==> config.mk <==
export PLATFORM = sky130hd
export DESIGN_NAME = multicycle_cu
export DESIGN_NICKNAME = d
export VERILOG_FILES = /design/src/rtl/multicycle_cu.sv
export SDC_FILE = /design/constraint.sdc
export NUM_CORES = 1
export LEC_CHECK = 0
export ABC_AREA = 1
export CAP_MARGIN = 5
export CORE_MARGIN = 8
export CORE_UTILIZATION = 41
export DETAILED_ROUTE_END_ITERATION = 8
export GPL_TIMING_DRIVEN = 0
export PLACE_DENSITY_LB_ADDON = 0.1
export SYNTH_ARGS = -nofsm -noshare
export SYNTH_HDL_FRONTEND = slang
export SYNTH_SLANG_ARGS = --single-unit
export TNS_END_PERCENT = 1
==> constraint.sdc <==
create_clock -name clk -period 3.3 [get_ports clk]
set_clock_uncertainty 0.15 [all_clocks]
set_input_delay 0.66 -clock clk [delete_from_list [all_inputs] [get_ports clk]]
set_output_delay 0.66 -clock clk [all_outputs]
set_load 0.05 [all_outputs]
==> src/rtl/multicycle_cu.sv <==
// rtl/multicycle_cu.sv - multi-cycle control unit for the ARM-subset processor
//
// Purpose
//   Moore FSM that sequences fetch / decode / execute / writeback over several
//   clocks from the instruction-register fields. Memory accesses use a
//   req/ready handshake; a request left unanswered for MAX_WAIT cycles drops
//   the unit into a sticky FAULT state that only rst leaves. An illegal
//   opcode (op=11) also lands in FAULT.
//
// Ports
//   clk, rst                  clock (rising edge), synchronous active-high reset
//   op, funct, sh_imm, rd     instruction-register fields
//   cond_ex                   condition passed (valid from DECODE on)
//   mem_ready                 memory completes the current access this cycle
//   mem_req, mem_write        memory request / store strobe
//   adr_src                   0 = PC address, 1 = ALU result address
//   ir_write, pc_write        instruction-register load, PC update
//   reg_write                 register-file write
//   alu_src_a, alu_src_b      ALU operand selects
//   result_src, imm_src       result mux, immediate extension select
//   reg_src                   [0] Rn=PC (branch), [1] Rm=Rd (store)
//   flag_write                [1] NZ, [0] CV
//   alu_control               ALU operation
//   no_write, sh_src          compare-class / MOV-MVN decode flags
//   fault                     sticky timeout / illegal-op flag
//   state_o                   current state encoding

module multicycle_cu #(
    parameter int ALU_CTRL_W = 4,
    parameter int RD_W       = 4,
    parameter int PC_REG     = 15,
    parameter int MAX_WAIT   = 15
) (
    input  logic                  clk,
    input  logic                  rst,
    input  logic [1:0]            op,
    input  logic [5:0]            funct,
    input  logic                  sh_imm,
    input  logic [RD_W-1:0]       rd,
    input  logic                  cond_ex,
    input  logic                  mem_ready,
    output logic                  mem_req,
    output logic                  mem_write,
    output logic                  adr_src,
    output logic                  ir_write,
    output logic                  pc_write,
    output logic                  reg_write,
    output logic                  alu_src_a,
    output logic [1:0]            alu_src_b,
    output logic [1:0]            result_src,
    output logic [1:0]            imm_src,
    output logic [1:0]            reg_src,
    output logic [1:0]            flag_write,
    output logic [ALU_CTRL_W-1:0] alu_control,
    output logic                  no_write,
    output logic                  sh_src,
    output logic                  fault,
    output logic [3:0]            state_o
);

    typedef enum logic [3:0] {
        S_FETCH  = 4'd0,
        S_DECODE = 4'd1,
        S_MEMADR = 4'd2,
        S_MEMRD  = 4'd3,
        S_MEMWB  = 4'd4,
        S_MEMWR  = 4'd5,
        S_EXECR  = 4'd6,
        S_EXECI  = 4'd7,
        S_ALUWB  = 4'd8,
        S_BRANCH = 4'd9,
        S_FAULT  = 4'd10
    } state_t;

    localparam int CNT_W = $clog2(MAX_WAIT + 1);

    localparam logic [ALU_CTRL_W-1:0] ALU_ADD = ALU_CTRL_W'(4'b0100);
    localparam logic [ALU_CTRL_W-1:0] ALU_SUB = ALU_CTRL_W'(4'b0010);

    state_t           r_state;
    state_t           w_next;
    logic [CNT_W-1:0] r_wait_cnt;
    logic             r_fault;

    // Instruction field decode
    logic       w_is_dp;
    logic       w_imm;
    logic [3:0] w_cmd;
    logic       w_s;
    logic       w_u;
    logic       w_l;
    logic       w_rd_is_pc;
    logic       w_no_write_dec;
    logic       w_sh_src_dec;
    logic       w_arith;
    logic [1:0] w_flags;

    assign w_is_dp    = (op == 2'b00);
    assign w_imm      = funct[5];
    assign w_cmd      = funct[4:1];
    assign w_s        = funct[0];
    assign w_u        = funct[3];
    assign w_l        = funct[0];
    assign w_rd_is_pc = (rd == RD_W'(PC_REG));

    // TST/TEQ/CMP/CMN occupy cmd 10xx and only update flags
    assign w_no_write_dec = w_is_dp & (w_cmd[3:2] == 2'b10);
    // MOV (1101) and MVN (1111)
    assign w_sh_src_dec   = w_is_dp & ((w_cmd == 4'b1101) | (w_cmd == 4'b1111));

    // Commands whose carry/overflow are meaningful
    always_comb begin
        w_arith = 1'b0;
        case (w_cmd)
            4'b0100, 4'b0101, 4'b0010, 4'b0110,
            4'b0011, 4'b0111, 4'b1010, 4'b1011: w_arith = 1'b1;
            default:                            w_arith = 1'b0;
        endcase
    end

    assign w_flags = {w_s & cond_ex, w_s & cond_ex & w_arith};

    // Wait-timeout: the current cycle would be the MAX_WAIT-th unanswered one
    logic w_mem_state;
    logic w_timeout;

    assign w_mem_state = (r_state == S_FETCH) | (r_state == S_MEMRD) | (r_state == S_MEMWR);
    assign w_timeout   = w_mem_state & ~mem_ready & (r_wait_cnt == CNT_W'(MAX_WAIT - 1));

    // Next-state selection
    always_comb begin
        w_next = r_state;
        case (r_state)
            S_FETCH:  if (mem_ready) w_next = S_DECODE;
            S_DECODE: begin
                case (op)
                    2'b00:   w_next = w_imm ? S_EXECI : S_EXECR;
                    2'b01:   w_next = S_MEMADR;
                    2'b10:   w_next = S_BRANCH;
                    default: w_next = S_FAULT;
                endcase
            end
            S_MEMADR: begin
                if (!cond_ex)  w_next = S_FETCH;
                else if (w_l)  w_next = S_MEMRD;
                else           w_next = S_MEMWR;
            end
            S_MEMRD:  if (mem_ready) w_next = S_MEMWB;
            S_MEMWR:  if (mem_ready) w_next = S_FETCH;
            S_MEMWB:  w_next = S_FETCH;
            S_EXECR:  w_next = S_ALUWB;
            S_EXECI:  w_next = S_ALUWB;
            S_ALUWB:  w_next = S_FETCH;
            S_BRANCH: w_next = S_FETCH;
            S_FAULT:  w_next = S_FAULT;
            default:  w_next = S_FAULT;
        endcase
        // A same-cycle mem_ready has already been excluded from w_timeout
        if (w_timeout) begin
            w_next = S_FAULT;
        end
    end

    // State, wait counter and sticky fault.
    // The counter is zero outside request states and after every completed
    // access, so entering FETCH/MEMRD/MEMWR always starts from zero.
    always_ff @(posedge clk) begin
        if (rst) begin
            r_state    <= S_FETCH;
            r_wait_cnt <= '0;
            r_fault    <= 1'b0;
        end else begin
            r_state <= w_next;
            if (w_mem_state && !mem_ready && !w_timeout) begin
                r_wait_cnt <= r_wait_cnt + CNT_W'(1);
            end else begin
                r_wait_cnt <= '0;
            end
            if (w_next == S_FAULT) begin
                r_fault <= 1'b1;
            end
        end
    end

    assign fault   = r_fault;
    assign state_o = r_state;

    // Output decode; everything is forced idle while rst is high
    always_comb begin
        mem_req     = 1'b0;
        mem_write   = 1'b0;
        adr_src     = 1'b0;
        ir_write    = 1'b0;
        pc_write    = 1'b0;
        reg_write   = 1'b0;
        alu_src_a   = 1'b0;
        alu_src_b   = 2'b00;
        result_src  = 2'b00;
        imm_src     = 2'b00;
        reg_src     = 2'b00;
        flag_write  = 2'b00;
        alu_control = ALU_ADD;
        no_write    = 1'b0;
        sh_src      = 1'b0;
        if (!rst) begin
            case (r_state)
                S_FETCH: begin
                    mem_req    = 1'b1;
                    alu_src_a  = 1'b1;
                    alu_src_b  = 2'b10;
                    result_src = 2'b10;
                    ir_write   = mem_ready;
                    pc_write   = mem_ready;
                end
                S_DECODE: begin
                    alu_src_a = 1'b1;
                    alu_src_b = 2'b10;
                    no_write  = w_no_write_dec;
                    sh_src    = w_sh_src_dec;
                end
                S_MEMADR: begin
                    alu_src_b   = 2'b01;
                    imm_src     = 2'b01;
                    alu_control = w_u ? ALU_ADD : ALU_SUB;
                end
                S_MEMRD: begin
                    mem_req = 1'b1;
                    adr_src = 1'b1;
                end
                S_MEMWR: begin
                    mem_req   = 1'b1;
                    mem_write = 1'b1;
                    adr_src   = 1'b1;
                    reg_src   = 2'b10;
                end
                S_MEMWB: begin
                    result_src = 2'b01;
                    pc_write   = w_rd_is_pc;
                    reg_write  = ~w_rd_is_pc;
                end
                S_EXECR: begin
                    alu_control = ALU_CTRL_W'(w_cmd);
                    // Immediate shift amount of MOV/MVN comes through the ext path
                    alu_src_b   = (w_sh_src_dec & sh_imm) ? 2'b01 : 2'b00;
                    flag_write  = w_flags;
                    no_write    = w_no_write_dec;
                    sh_src      = w_sh_src_dec;
                end
                S_EXECI: begin
                    alu_control = ALU_CTRL_W'(w_cmd);
                    alu_src_b   = 2'b01;
                    imm_src     = 2'b00;
                    flag_write  = w_flags;
                    no_write    = w_no_write_dec;
                    sh_src      = w_sh_src_dec;
                end
                S_ALUWB: begin
                    result_src = 2'b00;
                    no_write   = w_no_write_dec;
                    sh_src     = w_sh_src_dec;
                    if (!w_no_write_dec && cond_ex) begin
                        pc_write  = w_rd_is_pc;
                        reg_write = ~w_rd_is_pc;
                    end
                end
                S_BRANCH: begin
                    imm_src    = 2'b10;
                    reg_src    = 2'b01;
                    alu_src_b  = 2'b01;
                    result_src = 2'b10;
                    pc_write   = cond_ex;
                end
                default: begin
                end
            endcase
        end
    end

endmodule
==> results of run 1 <==
routing by layer:
metal  vias up  track usage, %  wire length, µm
met3         2            2.54              189
met5         -               0                0
met2        31            24.3             1190
li1        543               -                -
met1       471            16.7             1220
met4         0            3.32               15
path summary, 6_finish.rpt:
kind	end	slack [ns]	cells after the start
max reg2reg	fault$_SDFFE_PP0N_	1.78	9
min	fault$_SDFFE_PP0N_	0.31	2
min reg2reg	fault$_SDFFE_PP0N_	0.31	2
max	no_write	0.11	6
logic make-up after synthesis:
logic type | after synthesis | synth area share [%]
AND/OR/NAND/NOR | 79 | 44.7
buffers and inverters | 25 | 12.2
AO/OA/AOI/OAI | 20 | 16.0
flip-flops | 9 | 22.0
XOR/XNOR | 2 | 2.13
adder cells (fa/ha/maj) | 2 | 3.05
metrics by stage:
stage | worst slack (ns) | util (%) | total power [mW]
after floorplan | -0.169 | - | 0.256
after global placement | -0.237 | 67.6 | 0.325
after detailed placement | -0.248 | 67.6 | 0.327
after CTS | 0.00129 | 68.4 | 0.411
after global routing | 0.0518 | 69.3 | 0.429
final | 0.109 | 69.3 | 0.406
sequential cells by signal (all words and copies together) (netlist names):
signal	count
state_o	4
fault	1
r_wait_cnt	4
worst min-delay path, delay by kind of cell (launching register included):
kind,cells,cell delay [ns]
buffers and inverters,1,0.06
AOI/OAI and AO/OA,1,0.05
DFF,1,0.31
where the power goes:
group          switching [mW]  total (mW)  internal [mW]
clock                  0.0360      0.0824         0.0464
combinational           0.131       0.202         0.0710
sequential            0.00671       0.122          0.115
total                   0.174       0.406          0.232
cell type report:
type	count	area, µm²
repair buffers	44	444
clock buffers	4	26.3
multi-input cells	103	546
plain buffers	4	22.5
well taps	27	33.8
inverters	21	78.8
fillers	182	591
flip-flops and latches	9	180
cell usage in the layout, fill, tap and decap left out, types with 2 or more instances in the layout:
cell             count
clkbuf_4             3
ha_1                 2
nor2_1              27
nand3_1              7
buf_2                3
buf_4                2
inv_2                3
nand4_1              4
clkdlybuf4s50_1     27
nand2_2              4
nor3_1               7
dfxtp_1              9
inv_1               18
a31oi_1              3
nand3_2              2
nor3_2               2
a21oi_1              5
o21ai_0              4
dlygate4sd2_1        9
nand2_1             23
o21ai_1              3
dlymetal6s2s_1       7
what timing repair did:
item | CTS | global route
endpoints found under the setup margin | 14 | 7
buffers inserted | 0 | 0
resized for setup | 11 | 7
==> out/summary.txt, run 1 <==
Global-route wire length before repair: 4.10 mm
Final Wtd Congestion: 0.877
Die X: 60.7 µm
HP Class: flop to flop
CTS tree: done
Vias: 1047
Die Y: 60.7 µm
RR Startpoint: state_o[3]$_SDFF_PP0_
Synth top area share: 22.0%
Lkg Pwr: 0.713 nW
CP endpoint kind: primary output
Primary FF master, synth: dfxtp_1
Status: completed
Starting DRT DRC Count: 24
Slew HR: 65.4%
CTS Buf Count: 3
Critical path buffer and inverter count: 4
MaxCap Viol Count: 0
Max IR drop VDD: 0.294 mV
Final Max Tran Viols: 0
Seq/Total Area, Yosys: 22.0%
Final HPWL DP: 2.16 mm
Critical Path AT: 2.38 ns
Final instance area: 0.00133 mm²
YS warnings: 0
Worst hold slack: 0.310 ns
ANT nets after route: 0
Gate count after technology mapping: 137
DRC: 0
Final Hold Viols: 0
Overall Global Routing Usage: 13.8%
Layout cell share with drive strength beyond 1: 12.4%
I/O pins: 45
Vias in the first global route: 979
Largest net degree at the start of global routing: 11
Total iterations of the first detailed-routing run: 4
Crit path largest cell delay: 0.81 ns
# H-tree levels: 1
Highest clock rate: 313 MHz
Antenna cells: 0
Fin cells: 212
Crit path top cell by count: clkdlybuf4s50_1
Die ar.: 0.00369 mm²
Setup tns final: 0 ns
Synthesized area: 821 µm²
Clk slew on worst S/H paths: 0.06 ns
#FFs+latches synth: 9
Syn-to-layout area delta: 62.2%
Nets: 205
Crit Path Class: input port to primary output
Unrepaired setup endpoints after global routing: false
CP Launch Point: rst
DR vias/cell: 4.94
Synth async-reset ratio: 0%
Core area: 0.00192 mm²
Top cells by count, synth: nor2_1, nand2_1, inv_1
Avg Cell Area, Syn: 5.99 µm²
CTS max path bufs: 2
Least-Margin Pin Slew: 0.519 ns
CP max FO: 10
Slowest stage cell on the critical path: clkdlybuf4s50_1
Routed length per instance: 12.3 µm
DRT Wirelength: 2.61 mm
Worst path top cell family by delay: buffers and inverters
Top cells by area, synth: dfxtp_1, nor2_1, nand2_1
Post-synth top area cell: dfxtp_1
Post-synth EDFFs: 0
Hold Buf Count CTS: 0
Pwr dens: 305 mW/mm²
Port Buffers: 44
Starting Density: 42.7%
Top-count cell post-synth: nor2_1
Placed insts: 208
CP cell instances: clkdlybuf4s50_1 > buf_2 > inv_1 > o21ai_1 > nor2_1 > clkdlybuf4s50_1
Worst EP required: 2.49 ns
Yosys cell types: 29
Worst skew pair latency: 0.25 ns
Gr ovfl total: 0
HP Start: fault$_SDFFE_PP0N_
Min Tclk post-route: 3.19 ns
Row count: 16
Placed Area: 0.00130 mm²
Syn nets: 156
# clock sinks: 9
CTS root buffer: clkbuf_4
Crit share post-route: 96.7%
Final setup fails: 0
Initial antenna violation count: 0
CP Launch Type: input port
(Power assumes the default switching activity.)
==> run 2: changes to the inputs <==
--- a/config.mk
+++ b/config.mk
@@ -5,11 +5,11 @@
 export SDC_FILE = /design/constraint.sdc
 export NUM_CORES = 1
 export LEC_CHECK = 0
-export ABC_AREA = 1
 export CAP_MARGIN = 5
 export CORE_MARGIN = 8
-export CORE_UTILIZATION = 41
+export CORE_UTILIZATION = 43
 export DETAILED_ROUTE_END_ITERATION = 8
+export GPL_ROUTABILITY_DRIVEN = 0
 export GPL_TIMING_DRIVEN = 0
 export PLACE_DENSITY_LB_ADDON = 0.1
 export SYNTH_ARGS = -nofsm -noshare
==> constraint.sdc (replaced) <==
create_clock -name clk -period 3.3 [get_ports clk]
set_clock_uncertainty 0.15 [all_clocks]
set_input_delay 0.66 -clock clk [delete_from_list [all_inputs] [get_ports clk]]
set_output_delay 0.66 -clock clk [all_outputs]
set_load 0.01 [all_outputs]
==> out/summary.txt, run 2 <==
Vias: 1144 (+9.3%)
CTS max path bufs: 2 (unchanged)
Least-Margin Pin Slew: 0.414 ns (-0.105 ns)
# H-tree levels: 1 (unchanged)
Most frequent cells in the layout: clkdlybuf4s50_1, nor2_1, nor3_1
Post-CTS Setup Inserts: 0 (unchanged)
Pwr dens: 239 mW/mm² (-22%)
Top-count cell post-synth: nor2_1
Synth async-reset ratio: 0% (unchanged)
Critical Path AT: 2.41 ns (+0.03 ns)
Worst EP required: 2.49 ns (about the same)
Gate count after technology mapping: 134 (-2.2%)
Syn nets: 153 (-1.9%)
Core area: 0.00198 mm² (+3.1%)
DRC: 0 (unchanged)
Nets: 202 (-1.5%)
Layout cell share with drive strength beyond 1: 9.89% (-2.5 points)
Cell count of the worst reg-to-reg path: 7 (-2)
Final Max Tran Viols: 0 (unchanged)
Worst path top cell family by delay: buffers and inverters
I/O pins: 45 (unchanged)
Overall Global Routing Usage: 14.5% (+0.71 points)
Starting Density: 46.4% (+3.7 points)
Final HPWL DP: 2.37 mm (+10%)
Top cells by area, synth: dfxtp_1, nor2_1, nor3_1
Die Y: 62.2 µm (+2.5%)
Worst skew pair latency: 0.25 ns (about the same)
Synth top area share: 19.6% (-2.4 points)
Starting DRT DRC Count: 26 (+8.3%)
Clk slew on worst S/H paths: 0.06 ns (about the same)
Global-route wire length before repair: 4.84 mm (+18%)
HP Start: r_wait_cnt[0]$_SDFF_PP0_
Lkg Pwr: 0.593 nW (-17%)
Slew HR: 72.4% (+7.1 points)
Syn-to-layout area delta: 55.5%
Hold worst-path end: r_wait_cnt[0]$_SDFF_PP0_
Worst hold slack: 0.309 ns (-0.000388 ns)
#FFs+latches synth: 9 (unchanged)
Row count: 16 (unchanged)
Crit share post-route: 97.7% (+0.98 points)
Fin util: 72.2% (+2.9 points)
Commonest non-fill, non-tap cell in the layout: clkdlybuf4s50_1
Max IR drop VDD: 0.243 mV (-17%)
Unrepaired setup endpoints after global routing: false
Critical path buffer and inverter count: 2 (-2)
Top cells by count, synth: nor2_1, nor3_1, a21oi_1, dfxtp_1, nand2_1
Pre-CTS WS: -0.239 ns (+0.00845 ns)
ANT nets after route: 0 (unchanged)
DRT Wirelength: 2.88 mm (+10%)
Highest clock rate: 310 MHz (-1.0%)
Primary FF master, synth: dfxtp_1
R2r endpoint: fault$_SDFFE_PP0N_
Crit Path Class: input port to primary output
Avg Cell Area, Syn: 6.86 µm² (+15%)
Reg2Reg Setup Slack: 1.57 ns (-0.21 ns)
Gr ovfl total: 0 (unchanged)
RR Startpoint: r_wait_cnt[0]$_SDFF_PP0_
Yosys cell types: 41 (+41%)
Status: completed
Min-Delay Path Depth: 1 (-1)
CTS Buf Count: 3 (unchanged)
CP cell instances: clkdlybuf4s50_1 > or4b_4 > a31oi_1 > nor3_1 > a21oi_1 > nor4_1 > dlygate4sd2_1
Total iterations of the first detailed-routing run: 4 (unchanged)
CTS tree: done
CP endpoint kind: primary output
Die X: 62.2 µm (+2.5%)
Final Hold Viols: 0 (unchanged)
Die ar.: 0.00387 mm² (+5.0%)
# clock sinks: 9 (unchanged)
Post-synth top area cell: dfxtp_1
CTS root buffer: clkbuf_4
Antenna cells: 0 (unchanged)
YS warnings: 0 (unchanged)
Seq/Total Area, Yosys: 19.6% (-2.4 points)
MaxCap Viol Count: 0 (unchanged)
Initial antenna violation count: 0 (unchanged)
Crit path largest cell delay: 0.51 ns (-0.30 ns)
Min Tclk post-route: 3.22 ns (+0.0324 ns)
Setup ws final: 0.0770 ns (-0.0324 ns)
Synthesized area: 920 µm² (+12%)
Routed length per instance: 13.8 µm (+12%)
Final instance area: 0.00143 mm² (+7.4%)
CP Launch Type: input port
Vias in the first global route: 1084 (+11%)
HP Class: flop to flop
Port Buffers: 44 (unchanged)
CP max FO: 4 (-6)
Post-synth EDFFs: 0 (unchanged)
Largest net degree at the start of global routing: 11 (unchanged)
DR vias/cell: 5.47 (+11%)
Placed Area: 0.00139 mm² (+7.2%)
Final setup fails: 0 (unchanged)
Slowest stage cell on the critical path: clkdlybuf4s50_1
run 2: cell types whose count changed after synthesis, sizes merged, moves of 3 or more:
cell	previous run	this run
a21oi	6	9
and2	0	3
and3	0	5
buf	4	9
inv	21	7
nand2	27	8
nand2b	0	4
nand3	9	3
nand4	4	1
nor2	29	18
nor2b	0	5
nor3	9	12
nor3b	0	4
run 2: cell type report:
class                   instances  area, µm²
fillers                       170        552
well taps                      27       33.8
multi-input cells             107        658
plain buffers                  11       66.3
repair buffers                 44        439
clock buffers                   4       26.3
flip-flops and latches          9        180
inverters                       7       26.3
run 2: repair_timing:
item / in CTS / in global routing
hold buffers: 0 / 0
resized for setup: 4 / 3
setup endpoints to repair: 2 / 5
run 2: metal layers:
metal	part of all wire, %	up-vias	wire length [µm]	track usage [%]
li1	-	574	-	-
met2	47	48	1350	25.1
met5	0	-	0	0
met3	8.6	7	247	5.02
met1	43	515	1250	15.7
met4	1.3	0	37	5.83
run 2: metrics by stage:
step / setup TNS (ns) / instances / total power, mW
floorplan: 0 / 134 / 0.198
global placement: -0.410 / 205 / 0.261
detailed placement: -0.420 / 205 / 0.264
CTS: 0 / 209 / 0.346
global route: 0 / 209 / 0.364
finish: 0 / 209 / 0.342
run 2: worst max-delay path by stage:
stage	start	endpoint	slack [ns]	cells after the start
floorplan	op[1]	pc_write	0.87	5
global placement	op[1]	pc_write	-0.22	7
detailed placement	op[1]	pc_write	-0.24	7
CTS	op[0]	pc_write	0.01	7
global route	funct[4]	pc_write	0.00002	7
finish	funct[4]	pc_write	0.08	7
run 2: logic make-up after synthesis:
logic type / after synthesis / synth area share [%]
adder cells (fa/ha/maj): 2 / 2.72
buffers and inverters: 18 / 10.1
multiplexers: 1 / 1.09
AND/OR/NAND/NOR: 71 / 41.9
XOR/XNOR: 3 / 2.86
AO/OA/AOI/OAI: 30 / 21.8
flip-flops: 9 / 19.6
run 2: worst register-to-register path, stage by stage (launching register included):
cell,delay (ns)
dfxtp_1,0.37
inv_1,0.06
ha_1,0.20
and4b_1,0.23
a21oi_1,0.15
o21ai_0,0.13
o31ai_1,0.26
a31oi_1,0.06
run 2: power by group:
group          leakage (nW)  switching, mW  total (mW)  internal [mW]
registers            0.0732        0.00326       0.117          0.113
clock network        0.0150         0.0333      0.0795         0.0463
logic                 0.505         0.0730       0.146         0.0726
total                 0.593          0.110       0.342          0.232
